--- src/rtl/input_debounce.sv ---
// input_debounce: multi-channel synchroniser, debouncer and edge/flag reporter.
// Each channel runs an independent stable-cycle counter. A new level is accepted
// only after the synchronised input has differed from the current level for
// DEBOUNCE_CYCLES consecutive enabled cycles.
module input_debounce #(
    parameter int WIDTH           = 4,
    parameter int SYNC_STAGES     = 2,
    parameter int DEBOUNCE_CYCLES = 16,
    parameter bit RESET_VAL       = 1'b0
) (
    input  logic             clk,
    input  logic             rst,
    input  logic             en,
    input  logic [WIDTH-1:0] in,
    input  logic [WIDTH-1:0] clr_flags,
    output logic [WIDTH-1:0] level_out,
    output logic [WIDTH-1:0] rise,
    output logic [WIDTH-1:0] fall,
    output logic [WIDTH-1:0] flags
);

    localparam int               CNT_W    = $clog2(DEBOUNCE_CYCLES + 1);
    localparam logic [CNT_W-1:0] CNT_LAST = CNT_W'(DEBOUNCE_CYCLES - 1);

    typedef enum logic {
        ST_STABLE  = 1'b0,
        ST_PENDING = 1'b1
    } chan_state_t;

    logic [WIDTH-1:0] sync_q [SYNC_STAGES];
    logic [WIDTH-1:0] s;
    logic [CNT_W-1:0] cnt_q  [WIDTH];
    logic [CNT_W-1:0] cnt_d  [WIDTH];
    chan_state_t      state  [WIDTH];
    logic [WIDTH-1:0] level_d;
    logic [WIDTH-1:0] rise_d;
    logic [WIDTH-1:0] fall_d;

    // Counter step that wraps to zero at the acceptance point, so the count
    // can never pass DEBOUNCE_CYCLES-1.
    function automatic logic [CNT_W-1:0] cnt_inc(input logic [CNT_W-1:0] c);
        if (c == CNT_LAST)
            return '0;
        return c + CNT_W'(1);
    endfunction

    // Plain flop chain per channel; the last stage is the clean sample s.
    always_ff @(posedge clk) begin
        if (rst) begin
            for (int k = 0; k < SYNC_STAGES; k++)
                sync_q[k] <= {WIDTH{RESET_VAL}};
        end else begin
            sync_q[0] <= in;
            for (int k = 1; k < SYNC_STAGES; k++)
                sync_q[k] <= sync_q[k-1];
        end
    end

    assign s = sync_q[SYNC_STAGES-1];

    // Per-channel next state: clear when stable, count while pending, accept at the last count.
    always_comb begin
        level_d = level_out;
        rise_d  = '0;
        fall_d  = '0;
        for (int i = 0; i < WIDTH; i++) begin
            state[i] = ST_STABLE;
            cnt_d[i] = '0;
        end
        for (int i = 0; i < WIDTH; i++) begin
            state[i] = (s[i] != level_out[i]) ? ST_PENDING : ST_STABLE;
            case (state[i])
                ST_STABLE: begin
                    cnt_d[i] = '0;
                end
                ST_PENDING: begin
                    // With en low the counter stays cleared, so a full window
                    // is required again once enable returns.
                    if (en) begin
                        if (cnt_q[i] == CNT_LAST) begin
                            level_d[i] = s[i];
                            rise_d[i]  = s[i];
                            fall_d[i]  = ~s[i];
                            cnt_d[i]   = '0;
                        end else begin
                            cnt_d[i] = cnt_inc(cnt_q[i]);
                        end
                    end
                end
                default: begin
                    cnt_d[i] = '0;
                end
            endcase
        end
    end

    // Counters, accepted level and the single-cycle edge pulses.
    always_ff @(posedge clk) begin
        if (rst) begin
            level_out <= {WIDTH{RESET_VAL}};
            rise      <= '0;
            fall      <= '0;
            for (int i = 0; i < WIDTH; i++)
                cnt_q[i] <= '0;
        end else begin
            level_out <= level_d;
            rise      <= rise_d;
            fall      <= fall_d;
            for (int i = 0; i < WIDTH; i++)
                cnt_q[i] <= cnt_d[i];
        end
    end

    // Sticky change flags; a new edge wins over a simultaneous clear.
    always_ff @(posedge clk) begin
        if (rst)
            flags <= '0;
        else
            flags <= (flags & ~clr_flags) | rise | fall;
    end

endmodule

--- config.mk ---
export PLATFORM = sky130hd
export DESIGN_NAME = input_debounce
export DESIGN_NICKNAME = d
export VERILOG_FILES = /design/src/rtl/input_debounce.sv
export SDC_FILE = /design/constraint.sdc
export NUM_CORES = 1
export LEC_CHECK = 0
export CORE_UTILIZATION = 51
export CTS_BUF_LIST = sky130_fd_sc_hd__clkbuf_4 sky130_fd_sc_hd__clkbuf_8 sky130_fd_sc_hd__clkbuf_16
export DETAILED_ROUTE_END_ITERATION = 8
export HOLD_SLACK_MARGIN = 0.05
export PLACE_DENSITY = 0.75
export SETUP_SLACK_MARGIN = 0.2
export SYNTH_ARGS = -nofsm -noshare
export SYNTH_HDL_FRONTEND = slang
export SYNTH_SLANG_ARGS = --single-unit
--- constraint.sdc ---
create_clock -name clk -period 2.03 [get_ports clk]
set_clock_uncertainty 0.05 [all_clocks]
set_input_delay 0.203 -clock clk [delete_from_list [all_inputs] [get_ports clk]]
set_output_delay 0.203 -clock clk [all_outputs]
set_load 0.02 [all_outputs]
==> run summary <==
Initial DRC Count: 27
Antenna diodes: 0
Max clock buf depth: 2
Tmin final: 1715 ps
crit path kind: reg2out
Synth Flop Type: dfxtp_1
Post-synth EDFFs: 0
WL/cell: 11.84 µm
grt total ovfl: 0
worst r2r src: cnt_q[0][0]
vias in the first global route: 1131
cell count after synthesis: 156
largest net degree at the start of global routing: 14
FF+latch area: 880.8 µm²
outcome: finished with violations
Worst-path clk slew: 120 ps
Slowest cell on crit path: clkdlybuf4s50_1
asr flop ratio synth: 0
Worst setup SP type: flip-flop
yosys warns: 0
hold depth: 2
CTS buffer count: 5
DRC Markers: 3
layout net count: 209
Multi-input gate area: 650.6 µm²
Max VDD drop: 0.5834 mV
max-capacitance violation count: 0
PostCTS Resize Cnt: 0
sequential fraction of the synthesis area: 0.5601
Vias/cell: 5.041
CP endpoint kind: primary output
Max Slew Vio Count: 0
failing checks: DRC
Worst Hold Class: in2reg
Slew @ Worst Pin: 269.6 ps
Die ar.: 3310 µm²
CP max FO: 5
Final Cycle Share: 0.8446
Die Ht: 57.53 µm
Worst-Skew Late Latency: 340 ps
Initial DRT Pass Iterations: 8
Post-Syn Area per Cell: 10.08 µm²
Commonest cells post-synth: dfxtp_1, nor2_1, nand2_1
Top Family by Delay on Critical Path: buffers and inverters
PD cells: 745.6 nW/µm²
Leak: 0.7244 nW
Routability Congestion: 0.6699
GR Util All Layers: 0.1936
CTS Root Cell: clkbuf_4
Post-DP HPWL: 1949 µm
most common cell in the netlist: dfxtp_1
first-pass GRT wire length: 4767 µm
WP depth: 1
Initial Util: 0.5559
# IOs: 27
achievable frequency: 583.2 MHz
synth top area cells: dfxtp_1, ha_1, nor2_1, xnor2_1, nor3b_1
relative slew slack: 0.8197
Clock Sinks: 44
total wire length: 2629 µm
Max stage delay on crit path: 650 ps
worst reg2reg endpoint: cnt_q[0][3]
area share of the largest cell type after synthesis: 0.5601
CTS tree: built
Yosys cell types: 18
final hold vios: 0
antenna violations before repair: 0
RSZ-0062 raised after global routing: no
layout cells sized above 1: 0.08377
worst-path cell chain: clkdlybuf4s50_1
Post-CTS Hold Buffers: 0
setup violators final: 0
setup TNS: 0 ps
row cnt: 19
post-synthesis instance area: 1573 µm²
arrival time worst endpoint: 1460 ps
CP bufs+invs: 1
filler cell count: 238
area grow syn2layout: 24.82%
DR vias: 1119
flops & latches, synth: 44
Setup WS post-layout: 315.4 ps
Die Span X: 57.53 µm
Hold Startpoint: in[0]
Post-CTS Setup Inserts: 0
FF-to-FF setup slack: 400 ps
Clock H-tree levels: 2
Min-Delay Endpoint: sync_q[0][0]
reg2reg path depth: 5
Req. time, crit path: 1780 ps
Synthesized Nets: 175
dpl ws: 421.6 ps
port buffer count: 26
Yosys top cell by area: dfxtp_1
core box area: 2829 µm²
Final ANT Viol Nets: 0
-- cells by family (layout without fill, tap and decap cells) --
kind of cell	count (synthesis)	after routing	synth area share
flip-flops	44	44	0.5601
adder cells (fa/ha/maj)	8	8	0.06365
XOR/XNOR	12	12	0.06683
AND/OR/NAND/NOR	74	74	0.2578
buffers and inverters	10	45	0.02625
AO/OA/AOI/OAI	8	8	0.02546
-- registers in the layout, summed over array words and instances (netlist names) --
name,cells
cnt_q,20
flags,4
level_out,4
fall,4
sync_q,8
rise,4
-- power breakdown --
group	switching (mW)	internal (mW)	total [mW]
combinational	0.0191	0.0333	0.0524
sequential	0.00571	0.872	0.878
clock	0.262	0.272	0.534
-- worst max path at each step --
stage	startpoint	endpoint	slack, ps
4_1_cts	level_out[2]	level_out[2]	310
3_5_place_dp	cnt_q[0][0]	cnt_q[0][3]	420
6_report	level_out[2]	level_out[2]	320
5_1_grt	level_out[2]	level_out[2]	250
2_1_floorplan	cnt_q[0][0]	cnt_q[0][2]	510
3_3_place_gp	cnt_q[0][0]	cnt_q[0][3]	460
-- routing by layer --
metal / vias up / GRT usage / wire [µm] / part of all wire
met4: 0 / 0.09408 / 42 / 0.016
met2: 31 / 0.3289 / 1239 / 0.47
met3: 4 / 0.05896 / 169 / 0.064
li1: 575 / - / - / -
met1: 509 / 0.2205 / 1178 / 0.45
met5: - / 0 / 0 / 0
-- cell type report --
| class | count | area share |
|---|---|---|
| sequential | 44 | 0.4487 |
| multi-input combinational | 102 | 0.3314 |
| timing repair buffer | 29 | 0.1440 |
| clock buffer | 6 | 0.02294 |
| tap | 31 | 0.01976 |
| clock inverter | 2 | 0.01785 |
| inverter | 8 | 0.01530 |
-- stage by stage --
step / instances / power (mW) / util / area [µm²] / hold WS [ps]
2_1_floorplan: 156 / 0.9197 / - / 1573 / 224.6
3_3_place_gp: 214 / 0.9484 / 0.6656 / 1883 / 371.3
3_5_place_dp: 214 / 0.9499 / 0.6656 / 1883 / 378.8
4_1_cts: 222 / 1.478 / 0.6939 / 1963 / 325.4
5_1_grt: 222 / 1.526 / 0.6939 / 1963 / 333.1
6_report: 222 / 1.464 / 0.6939 / 1963 / 340.3
-- cell usage in the layout, fill, tap and decap left out, drive strengths merged, types with 4 or more instances in the layout --
cell / count
a21oi: 8
and2b: 4
and3: 4
clkbuf: 6
clkdlybuf4s50: 26
dfxtp: 44
ha: 8
inv: 8
nand2: 12
nand2b: 5
nand3: 8
nor2: 24
nor2b: 5
nor3b: 8
or3: 4
xnor2: 8
xor2: 4
Power figures use the tool's default switching activity.
